===== src/rtl/token_table_loader.sv =====
// token_table_loader: streams token words from a valid/ready input into
// consecutive token-table entries (address wraps modulo SIZE).
// Optional read-back checksum pass: define TOKEN_LOADER_VERIFY_EN.
module token_table_loader #(
    parameter int WIDTH = 32,
    parameter int SIZE  = 64,
    parameter int CNT_W = $clog2(SIZE) + 1
) (
    input  logic             clk,
    input  logic             reset,
    input  logic             start,
    input  logic [WIDTH-1:0] base_addr,
    input  logic [CNT_W-1:0] count,
    input  logic             abort,
    input  logic             in_valid,
    input  logic [WIDTH-1:0] in_data,
    output logic             in_ready,
    output logic [WIDTH-1:0] tbl_addr,
    output logic [WIDTH-1:0] tbl_data,
    output logic             tbl_we,
    output logic             busy,
    output logic             done,
    output logic             error,
    output logic [CNT_W-1:0] words_written
`ifdef TOKEN_LOADER_VERIFY_EN
    ,
    output logic [WIDTH-1:0] tbl_rd_addr,
    input  logic [WIDTH-1:0] tbl_rd_data
`endif
);

    localparam int AW = $clog2(SIZE);

`ifdef TOKEN_LOADER_VERIFY_EN
    typedef enum logic [1:0] {S_IDLE, S_LOAD, S_DONE, S_VERIFY} state_t;
`else
    typedef enum logic [1:0] {S_IDLE, S_LOAD, S_DONE} state_t;
`endif

    state_t           state_q, state_d;
    logic [AW-1:0]    base_q, base_d;
    logic [CNT_W-1:0] count_q, count_d;
    logic [CNT_W-1:0] words_q, words_d;
    logic             error_q, error_d;
    logic             accept;
    logic [CNT_W-1:0] words_inc;
    logic [AW-1:0]    wr_addr;
    logic             unused_base_hi;

`ifdef TOKEN_LOADER_VERIFY_EN
    logic [WIDTH-1:0] csum_q, csum_d;
    logic [WIDTH-1:0] rsum_q, rsum_d;
    logic [CNT_W-1:0] vidx_q, vidx_d;
    logic [CNT_W-1:0] vidx_inc;
    logic [AW-1:0]    rd_addr;

    assign vidx_inc    = vidx_q + 1'b1;
    assign rd_addr     = base_q + vidx_q[AW-1:0];
    assign tbl_rd_addr = (state_q == S_VERIFY) ? WIDTH'(rd_addr) : '0;
`endif

    // Only the low address bits select an entry.
    assign unused_base_hi = ^base_addr[WIDTH-1:AW];

    assign words_inc     = words_q + 1'b1;
    assign wr_addr       = base_q + words_q[AW-1:0];
    assign tbl_we        = accept;
    assign tbl_addr      = accept ? WIDTH'(wr_addr) : '0;
    assign tbl_data      = accept ? in_data : '0;
    assign busy          = (state_q != S_IDLE);
    assign done          = (state_q == S_DONE);
    assign error         = error_q;
    assign words_written = words_q;

    // Next-state, handshake and bookkeeping logic.
    always_comb begin
        state_d  = state_q;
        base_d   = base_q;
        count_d  = count_q;
        words_d  = words_q;
        error_d  = error_q;
        in_ready = 1'b0;
        accept   = 1'b0;
`ifdef TOKEN_LOADER_VERIFY_EN
        csum_d   = csum_q;
        rsum_d   = rsum_q;
        vidx_d   = vidx_q;
`endif
        case (state_q)
            S_IDLE: begin
                if (start) begin
                    if (count > CNT_W'(SIZE)) begin
                        error_d = 1'b1;
                    end else if (count == '0) begin
                        error_d = 1'b0;
                        words_d = '0;
                        state_d = S_DONE;
                    end else begin
                        base_d  = base_addr[AW-1:0];
                        count_d = count;
                        words_d = '0;
                        error_d = 1'b0;
`ifdef TOKEN_LOADER_VERIFY_EN
                        csum_d  = '0;
`endif
                        state_d = S_LOAD;
                    end
                end
            end
            S_LOAD: begin
                // Abort wins over a simultaneous beat: drop ready so it is not taken.
                if (abort) begin
                    state_d = S_IDLE;
                end else begin
                    in_ready = 1'b1;
                    if (in_valid) begin
                        accept  = 1'b1;
                        words_d = words_inc;
`ifdef TOKEN_LOADER_VERIFY_EN
                        csum_d  = csum_q ^ in_data;
                        if (words_inc == count_q) begin
                            vidx_d  = '0;
                            rsum_d  = '0;
                            state_d = S_VERIFY;
                        end
`else
                        if (words_inc == count_q) begin
                            state_d = S_DONE;
                        end
`endif
                    end
                end
            end
`ifdef TOKEN_LOADER_VERIFY_EN
            S_VERIFY: begin
                if (abort) begin
                    state_d = S_IDLE;
                end else begin
                    rsum_d = rsum_q ^ tbl_rd_data;
                    vidx_d = vidx_inc;
                    if (vidx_inc == count_q) begin
                        if (rsum_d != csum_q) begin
                            error_d = 1'b1;
                        end
                        state_d = S_DONE;
                    end
                end
            end
`endif
            S_DONE: begin
                state_d = S_IDLE;
            end
            default: begin
                state_d = S_IDLE;
            end
        endcase
    end

    // State and datapath registers, cleared asynchronously.
    always_ff @(posedge clk or posedge reset) begin
        if (reset) begin
            state_q <= S_IDLE;
            base_q  <= '0;
            count_q <= '0;
            words_q <= '0;
            error_q <= 1'b0;
`ifdef TOKEN_LOADER_VERIFY_EN
            csum_q  <= '0;
            rsum_q  <= '0;
            vidx_q  <= '0;
`endif
        end else begin
            state_q <= state_d;
            base_q  <= base_d;
            count_q <= count_d;
            words_q <= words_d;
            error_q <= error_d;
`ifdef TOKEN_LOADER_VERIFY_EN
            csum_q  <= csum_d;
            rsum_q  <= rsum_d;
            vidx_q  <= vidx_d;
`endif
        end
    end

endmodule


===== config.mk =====
export PLATFORM = sky130hd
export DESIGN_NAME = token_table_loader
export DESIGN_NICKNAME = d
export VERILOG_FILES = /design/src/rtl/token_table_loader.sv
export SDC_FILE = /design/constraint.sdc
export NUM_CORES = 1
export LEC_CHECK = 0
export BUFFER_PORTS_ARGS = -buffer_cell sky130_fd_sc_hd__buf_2
export CAP_MARGIN = 0
export CELL_PAD_IN_SITES_DETAIL_PLACEMENT = 0
export CELL_PAD_IN_SITES_GLOBAL_PLACEMENT = 1
export CORE_ASPECT_RATIO = 1.1
export CORE_MARGIN = 5
export CORE_UTILIZATION = 28
export CTS_CLUSTER_DIAMETER = 60
export DETAILED_ROUTE_END_ITERATION = 6
export PLACE_DENSITY = 0.95
export SYNTH_ARGS = -nofsm -noshare
export SYNTH_HDL_FRONTEND = slang
export SYNTH_SLANG_ARGS = --single-unit
export TNS_END_PERCENT = 30

===== constraint.sdc =====
create_clock -name clk -period 3 [get_ports clk]
set_input_delay 0.6 -clock clk [delete_from_list [all_inputs] [get_ports clk]]
set_output_delay 0.6 -clock clk [all_outputs]
set_load 0.02 [all_outputs]

==> results.sh, run 1 <==
export IMPL_outcome="finished clean"
export IMPL_hold_class="reg2reg"
export IMPL_postCtsHoldBufs=0
export IMPL_placement_io_buffers=99
export IMPL_antenna_diode_count=0
export IMPL_grt_start_max_net_pins=39
export IMPL_holdCritStartpoint="error$_DFFE_PP0P_"
export IMPL_chipWidth_um=86.78
export IMPL_pwr_density_cell_nw_per_um2=394.8
export IMPL_cts_root_buf="clkbuf_8"
export IMPL_coreArea_sq_um=6231
export IMPL_finalPower_uw=927.2
export IMPL_cts_tree="yes"
export IMPL_dpl_instance_area_sq_um=2303
export IMPL_synthesis_instances=197
export IMPL_postSynthRegisterBits=23
export IMPL_synth_top_area_share_pct=31.70
export IMPL_hold_viol=0
export IMPL_grt_setup_unrepaired="false"
export IMPL_critical_path_startpoint="words_written[0]$_DFFE_PP0P_"
export IMPL_number_of_pins_with_negative_max_slew_slack_in_the_final_report=0
export IMPL_setup_worst_path_end_class="output pin"
export IMPL_ctsResizeCount=0
export IMPL_num_nets_final=377
export IMPL_synth_top_cell_by_area="dfrtp_1"
export IMPL_grt_util_all_layers_pct=11.57
export IMPL_most_frequent_cells_in_the_layout="99 x buf_2, 35 x and3_1, 26 x conb_1"
export IMPL_grt_remaining_overflow=0
export IMPL_finalCriticalPeriod_ps=2641
export IMPL_setup_worst_path_start_class="flip-flop"
export IMPL_post_synth_cell_area_avg_sq_um=9.216
export IMPL_synth_seq_area_share_pct=31.70
export IMPL_pnr_worst_setup_slack_ps=359.0
export IMPL_worst_slew_pin_transition_ps=890.7
export IMPL_numCtsBuffers=3
export IMPL_post_drt_wl_per_cell_um=14.29
export IMPL_synth_distinct_cells=38
export IMPL_final_common_cell="buf_2"
export IMPL_floorplan_io_pins=152
export IMPL_drt_pass1_iter_count=4
export IMPL_num_fill_cells=658
export IMPL_fp_row_count=30
export IMPL_die_height_um=94.46
export IMPL_synth_area_top_cells="dfrtp_1 32%, and3_1 12%, buf_4 12%"
export IMPL_layout_stage_area_growth_over_the_synthesis_result_pct=29.36
export IMPL_slew_headroom_pct=40.55
export IMPL_post_route_drc_count=0
export IMPL_worstSetupPathType="reg2out"
export IMPL_synth_async_reset_ratio_pct=100.0
export IMPL_first_global_vias=1499
export IMPL_wirelength_mm=5.332
export IMPL_post_cts_setup_bufs=0
export IMPL_ys_warn_count=0
export IMPL_antenna_left=0
export IMPL_die_area_sq_um=8196
export IMPL_fmaxAchievable_ghz=0.3786
export IMPL_synth_edff_count=0
export IMPL_layout_drive_gt1_share_pct=43.69
export IMPL_setup_tns_final_ps=0
export IMPL_vdd_ir_drop_max_v=0.0001905
export IMPL_wire_length_of_the_first_global_routing_pass_mm=7.797
export IMPL_timing_critical_path_required_ps=2400
export IMPL_dpl_worst_slack_ps=654.8
export IMPL_initial_utilization_pct=29.14
export IMPL_clkLatencyLatePin_ps=260
export IMPL_antenna_found_initial=0
export IMPL_avgViaCountPerCell=4.579
export IMPL_fin_skew_ps=1.456
export IMPL_gp_routability_congestion=0.8288
export IMPL_reported_max_cap_violation_count=0
export IMPL_detail_route_iter0_violations=64
export IMPL_cts_htree_levels=1
export IMPL_setup_viol=0
export IMPL_rr_startpoint="words_written[0]$_DFFE_PP0P_"
export IMPL_tritoncts_num_sinks=23
export IMPL_crit_path_max_fanout=2
export IMPL_static_leakage_power_nw=1.417
export IMPL_final_design_area_no_fill_sq_um=2349
export IMPL_clockBufferDepth=2
export IMPL_vias=1708
export IMPL_clk_pin_slew_ps=80
export IMPL_finalCritPeriodShare_pct=88.03
export IMPL_critical_path_arrival_ps=2040
export IMPL_synthesis_area_sq_um=1815
export IMPL_dp_hpwl_mm=4.336
export IMPL_ys_dominant_reg_cell="dfrtp_1"
## cells in the mapped netlist, drive strengths merged (2+ instances only)
cell and number:
nand3 3, a21o 3, buf 28, clkbuf 9, nor3b 2, and3 35, mux2 13, ha 6
o21ai 10, dfrtp 23, mux2i 2, o31ai 2, a21oi 5, inv 4, xor2 6, nand2 13
nor2 10, xnor2 5
## registers in the layout, indices dropped and copies added, names as in the netlist
| name | count |
|---|---|
| error | 1 |
| state_q | 2 |
| count_q | 7 |
| words_written | 7 |
| base_q | 6 |
## worst paths after layout
check,cells past startpoint,slack (ps),end
hold reg to reg,2,500,error$_DFFE_PP0P_
min in group asynchronous,2,520,base_q[3]$_DFFE_PP0P_
setup reg to reg,7,990,state_q[0]$_DFFE_PP0P_
hold / removal,2,500,error$_DFFE_PP0P_
max in group asynchronous,2,1940,words_written[4]$_DFFE_PP0P_
setup / recovery,7,360,tbl_addr[4]
## layout make-up
cell class	count	area (sq um)	share of cell area, %
inverters	4	15.01	0.6393
flip-flops and latches	23	575.6	24.51
repair buffers	104	533.0	22.70
clock buffers	4	45.04	1.918
well taps	80	100.1	4.262
multi-input cells	158	1080	45.98
## per-stage QoR
stage / hold WS (ps) / utilization [%] / instances
final: 503.6 / 37.69 / 373
after global routing: 527.7 / 37.69 / 373
after CTS: 502.5 / 37.69 / 373
after detailed placement: 482.8 / 36.97 / 369
after global placement: 461.7 / 36.97 / 369
after floorplan: 484.8 / - / 222
## per-layer routing
metal | global-route usage (%) | wire, um | vias up | share of wire, %
li1 | - | - | 836 | -
met1 | 15.68 | 2258 | 819 | 42
met2 | 19.58 | 2820 | 47 | 53
met3 | 0.6981 | 169 | 6 | 3.2
met4 | 3.766 | 84 | 0 | 1.6
met5 | 0 | 0 | - | 0
## cell families (layout without fill, tap and decap cells)
| kind of cell | Yosys count | in the layout | share of synthesized area (%) |
|---|---|---|---|
| fa+ha+maj | 7 | 7 | 5.238 |
| buf+inv | 41 | 112 | 14.27 |
| other cells | 1 | 26 | 0.2066 |
| simple gates | 71 | 71 | 22.68 |
| flops | 23 | 23 | 31.70 |
| mux | 15 | 15 | 9.166 |
| xor+xnor | 12 | 12 | 6.754 |
| compound gates | 27 | 27 | 9.993 |
## report_power, final
group	total [mW]	internal (mW)	switching [mW]	leakage [nW]
combinational	0.335	0.148	0.187	1.11
clock	0.194	0.0947	0.0989	0.0228
sequential	0.399	0.360	0.0389	0.289
total	0.927	0.603	0.324	1.42
## worst max-delay path, cell delays in order (launching register included)
cell and delay (ps):
dfrtp_1 390, ha_1 230, fa_1 410, a21o_1 180, a21oi_1 170, xor2_1 160, nor2_1 50, buf_2 170
Power figures use the tool's default switching activity.
==> inputs of run 2 (changes only) <==
- PLACE_DENSITY: 0.95 -> default
- PLACE_DENSITY_LB_ADDON: default -> 0.2
==> run 2 against run 1 <==
Maximum frequency fell by 4.2%. Count of clock-buffer cells in the layout fell by 1. Global-route usage rose by 0.59 points. Clock skew rose by 2.4 ps. Critical endpoint unchanged. Core utilization barely moved. Clock power rose by 3%.
==> results.sh, run 2 (synthesis results as in run 1) <==
export IMPL_wirelength_mm=5.405
export IMPL_detail_route_iter0_violations=52
export IMPL_holdCritStartpoint="error$_DFFE_PP0P_"
export IMPL_stdcell_count=373
export IMPL_initial_utilization_pct=29.14
export IMPL_critical_path_startpoint="words_written[0]$_DFFE_PP0P_"
export IMPL_chipWidth_um=86.78
export IMPL_outcome="finished clean"
export IMPL_met2WireLength_mm=2.779
export IMPL_grt_remaining_overflow=0
export IMPL_static_leakage_power_nw=1.419
export IMPL_antenna_left=0
export IMPL_grt_start_max_net_pins=39
export IMPL_pwr_density_cell_nw_per_um2=395.2
export IMPL_coreArea_sq_um=6231
export IMPL_clockBufferDepth=2
export IMPL_fin_skew_ps=3.831
export IMPL_floorplan_io_pins=152
export IMPL_r2r_worst_path_cells=6
export IMPL_vdd_ir_drop_max_v=0.0001726
export IMPL_hold_class="reg2reg"
export IMPL_antenna_diode_count=0
export IMPL_wire_length_of_the_first_global_routing_pass_mm=7.900
export IMPL_clk_pin_slew_ps=90
export IMPL_m1WireLength_mm=2.430
export IMPL_grt_setup_unrepaired="false"
export IMPL_finalPower_uw=928.6
export IMPL_post_route_drc_count=0
export IMPL_clkLatencyLatePin_ps=270
export IMPL_dpl_worst_slack_ps=534.2
export IMPL_ctsResizeCount=0
export IMPL_rr_startpoint="words_written[0]$_DFFE_PP0P_"
export IMPL_worst_r2r_setup_slack_ps=970
export IMPL_utilization_pct=37.71
export IMPL_grt_util_all_layers_pct=12.16
export IMPL_postCtsHoldBufs=0
export IMPL_setup_worst_path_start_class="flip-flop"
export IMPL_critical_path_arrival_ps=2160
export IMPL_timing_critical_path_required_ps=2400
export IMPL_finalCriticalPeriod_ps=2756
export IMPL_min_path_cells=2
export IMPL_layout_drive_gt1_share_pct=44.03
export IMPL_setup_tns_final_ps=0
export IMPL_numCtsBuffers=3
export IMPL_antenna_found_initial=0
export IMPL_setup_worst_path_end_class="output pin"
export IMPL_fmaxAchievable_ghz=0.3629
export IMPL_top_layer_used="met4"
export IMPL_avgViaCountPerCell=4.394
export IMPL_num_nets_final=377
export IMPL_fp_row_count=30
export IMPL_dpl_instance_area_sq_um=2303
export IMPL_hold_viol=0
export IMPL_die_height_um=94.46
export IMPL_placement_io_buffers=99
export IMPL_finalCritPeriodShare_pct=91.86
export IMPL_post_drt_wl_per_cell_um=14.49
export IMPL_most_frequent_cells_in_the_layout="99 x buf_2, 35 x and3_1, 26 x conb_1"
export IMPL_final_common_cell="buf_2"
export IMPL_drt_pass1_iter_count=4
export IMPL_final_design_area_no_fill_sq_um=2350
export IMPL_layout_stage_area_growth_over_the_synthesis_result_pct=29.43
export IMPL_post_cts_setup_bufs=0
export IMPL_worstSetupPathType="reg2out"
export IMPL_setup_viol=0
export IMPL_cts_tree="yes"
export IMPL_cts_htree_levels=1
export IMPL_crit_path_max_fanout=8
export IMPL_gp_routability_congestion=0.6826
export IMPL_tritoncts_num_sinks=23
export IMPL_pnr_worst_setup_slack_ps=244.3
export IMPL_slew_headroom_pct=39.05
export IMPL_vias=1639
export IMPL_number_of_pins_with_negative_max_slew_slack_in_the_final_report=0
export IMPL_first_global_vias=1522
export IMPL_dp_hpwl_mm=4.290
export IMPL_hold_slack_ps=489.5
export IMPL_cts_root_buf="clkbuf_8"
export IMPL_die_area_sq_um=8196
export IMPL_reported_max_cap_violation_count=0
export IMPL_routed_wl_met3_um=175
export IMPL_dp_cells=369
export IMPL_worst_slew_pin_transition_ps=913.3
run 2: changes by cell type in the layout (fill, tap and decap cells not counted):
cell	before	now
clkbuf_1	1	0
clkinv_2	0	1
run 2: layer usage:
metal	GRT usage, %	vias to the layer above
li1	-	834
met1	16.77	767
met2	20.41	36
met3	1.309	2
met4	2.727	0
met5	0	-
run 2: worst paths after layout:
path                                           to
max                                   tbl_addr[4]
min                             error$_DFFE_PP0P_
max reg2reg                state_q[0]$_DFFE_PP0P_
min reg2reg                     error$_DFFE_PP0P_
max in group asynchronous  state_q[0]$_DFFE_PP0P_
min in group asynchronous   base_q[2]$_DFFE_PP0P_
run 2: power by group:
part	internal, mW	switching (mW)
sequential	0.360	0.0476
combinational	0.144	0.178
clock	0.0928	0.106
total	0.597	0.332
run 2: cell type report:
cell class / instances / area, sq um
clock buffer: 3 / 41.29
multi-input combinational: 158 / 1080
clock inverter: 1 / 5.005
tap: 80 / 100.1
fill: 695 / 3881
inverter: 4 / 15.01
sequential: 23 / 575.6
timing repair buffer: 104 / 533.0
run 2: critical path, cell delays in order, from the launching register on:
cell and delay, ps:
dfrtp_1 490, ha_1 280, fa_1 410, a21o_1 180, a21oi_1 170, xor2_1 150, nor2_1 50, buf_2 170
==> inputs of run 3 (changes only) <==
- CORE_ASPECT_RATIO: 1.1 -> default
- SLEW_MARGIN: default -> 20
==> run 3 against run 2 <==
First-iteration DRC count grew 75%. Wire length grew 0.17%. Sequential power shrank 2%. Total power grew 0.76%. Highest routed layer unchanged. Largest cell class unchanged.
==> results.sh, run 3 (synthesis results as in run 1) <==
export IMPL_worstSetupPathType="reg2out"
export IMPL_setup_viol=0
export IMPL_antenna_left=0
export IMPL_numCtsBuffers=3
export IMPL_antenna_found_initial=0
export IMPL_crit_path_max_fanout=2
export IMPL_static_leakage_power_nw=1.421
export IMPL_worst_r2r_setup_slack_ps=830
export IMPL_crit_chain="ha_1, fa_1, a21o_1, a21oi_1, xor2_1, nor2_1, buf_2"
export IMPL_power_share_of_the_clock_group_pct=21.7
export IMPL_dpl_instance_area_sq_um=2307
export IMPL_placement_io_buffers=99
export IMPL_gp_routability_congestion=0.6867
export IMPL_pwr_density_cell_nw_per_um2=397.1
export IMPL_r2r_worst_path_cells=5
export IMPL_first_global_vias=1585
export IMPL_critical_path_arrival_ps=2030
export IMPL_detail_route_iter0_violations=91
export IMPL_p_sw_uw=333.6
export IMPL_grt_setup_unrepaired="false"
export IMPL_hold_slack_ps=509.8
export IMPL_num_fill_cells=678
export IMPL_number_of_pins_with_negative_max_slew_slack_in_the_final_report=0
export IMPL_intPower_uw=602.0
export IMPL_holdPathEnd="error$_DFFE_PP0P_"
export IMPL_fp_row_count=29
export IMPL_vias=1663
export IMPL_most_frequent_cells_in_the_layout="99 x buf_2, 35 x and3_1, 26 x conb_1"
export IMPL_setup_worst_path_end_class="output pin"
export IMPL_dp_hpwl_mm=4.373
export IMPL_antenna_diode_count=0
export IMPL_avgViaCountPerCell=4.482
export IMPL_cp_slowest_stage_delay_ps=410
export IMPL_die_height_um=90.52
export IMPL_clk_pin_slew_ps=90
export IMPL_post_route_drc_count=0
export IMPL_grt_remaining_overflow=0
export IMPL_wirelength_mm=5.414
export IMPL_die_area_sq_um=8194
export IMPL_clockBufferDepth=2
export IMPL_initial_utilization_pct=28.76
export IMPL_post_cts_setup_bufs=0
export IMPL_crit_path_top_delay_cell="fa_1"
export IMPL_reported_max_cap_violation_count=0
export IMPL_grt_start_max_net_pins=37
export IMPL_fmaxAchievable_ghz=0.3796
export IMPL_finalCritPeriodShare_pct=87.82
export IMPL_setup_tns_final_ps=0
export IMPL_switching_share_pct=35.66
export IMPL_final_common_cell="buf_2"
export IMPL_cts_root_buf="clkbuf_8"
export IMPL_ctsResizeCount=0
export IMPL_tritoncts_num_sinks=23
export IMPL_finalCriticalPeriod_ps=2634
export IMPL_holdCritStartpoint="error$_DFFE_PP0P_"
export IMPL_rr_startpoint="state_q[1]$_DFFE_PP0P_"
export IMPL_sequentialPowerShare_pct=42.7
export IMPL_hold_class="reg2reg"
export IMPL_worst_slew_pin_transition_ps=930.4
export IMPL_layout_stage_area_growth_over_the_synthesis_result_pct=29.77
export IMPL_outcome="finished clean"
export IMPL_crit_buf_inv=1
export IMPL_vdd_ir_drop_max_v=0.0002195
export IMPL_power_share_combinational_pct=35.7
export IMPL_cts_htree_levels=1
export IMPL_slew_headroom_pct=37.90
export IMPL_layout_drive_gt1_share_pct=44.22
export IMPL_hold_viol=0
export IMPL_grt_util_all_layers_pct=12.81
export IMPL_post_drt_wl_per_cell_um=14.59
export IMPL_timing_critical_path_required_ps=2400
export IMPL_setup_worst_path_start_class="flip-flop"
export IMPL_critical_path_top_delay_family="adder cells"
export IMPL_end_of_the_worst_register_to_register_path="words_written[5]$_DFFE_PP0P_"
export IMPL_final_design_area_no_fill_sq_um=2356
export IMPL_postCtsHoldBufs=0
export IMPL_clkLatencyLatePin_ps=270
export IMPL_wire_length_of_the_first_global_routing_pass_mm=8.728
export IMPL_drt_pass1_iter_count=4
export IMPL_floorplan_io_pins=152
export IMPL_num_nets_final=378
export IMPL_chipWidth_um=90.52
export IMPL_min_path_cells=2
export IMPL_cts_tree="yes"
export IMPL_finalPower_uw=935.6
export IMPL_coreArea_sq_um=6314
export IMPL_fin_skew_ps=5.374
==> run 3: layer usage <==
layer	vias to the layer above	share of wire [%]	GRT usage, %
met2	43	53	22.82
met3	2	3.7	1.833
met1	785	43	16.46
met5	-	0	0
met4	0	0.24	2.233
li1	833	-	-
==> run 3: area by class of cell <==
| type | instances | area (sq um) | share of cell area [%] |
|---|---|---|---|
| multi-input cells | 158 | 1080 | 45.83 |
| clock buffers | 3 | 41.29 | 1.753 |
| well taps | 77 | 96.34 | 4.089 |
| clock inverters | 1 | 7.507 | 0.3186 |
| flip-flops and latches | 23 | 575.6 | 24.43 |
| repair buffers | 105 | 540.5 | 22.94 |
| inverters | 4 | 15.01 | 0.6373 |
==> run 3: worst max-delay path by stage <==
| stage | slack (ps) | cells past startpoint | endpoint | start |
|---|---|---|---|---|
| 2_1_floorplan | 550 | 6 | tbl_addr[4] | words_written[0]$_DFFE_PP0P_ |
| 3_3_place_gp | 450 | 5 | tbl_we | abort |
| 3_5_place_dp | 420 | 5 | tbl_we | abort |
| 4_1_cts | 340 | 7 | tbl_addr[4] | words_written[0]$_DFFE_PP0P_ |
| 5_1_grt | 220 | 7 | tbl_addr[4] | words_written[0]$_DFFE_PP0P_ |
| 6_report | 370 | 7 | tbl_addr[4] | words_written[0]$_DFFE_PP0P_ |
==> run 3: stage by stage <==
stage          worst slack (ps)  util (%)  cells
2_1_floorplan             553.3         -    222
3_3_place_gp              445.1     36.54    367
3_5_place_dp              416.9     36.54    367
4_1_cts                   342.4     37.32    371
5_1_grt                   220.6     37.32    371
6_report                  365.5     37.32    371
==> run 3: tightest hold or removal path, cell delays in order, from the launching register on <==
cell	delay (ps)
dfrtp_1	350
nand2_1	50
o21ai_0	70
==> run 3: power groups by stage <==
stage / Sequential [mW] / Clock, mW / Combinational, mW
finish: 0.399 / 0.203 / 0.334
global route: 0.407 / 0.226 / 0.372
CTS: 0.400 / 0.212 / 0.337
detailed placement: 0.407 / 0 / 0.336
global placement: 0.405 / 0 / 0.332
floorplan: 0.406 / 0 / 0.252
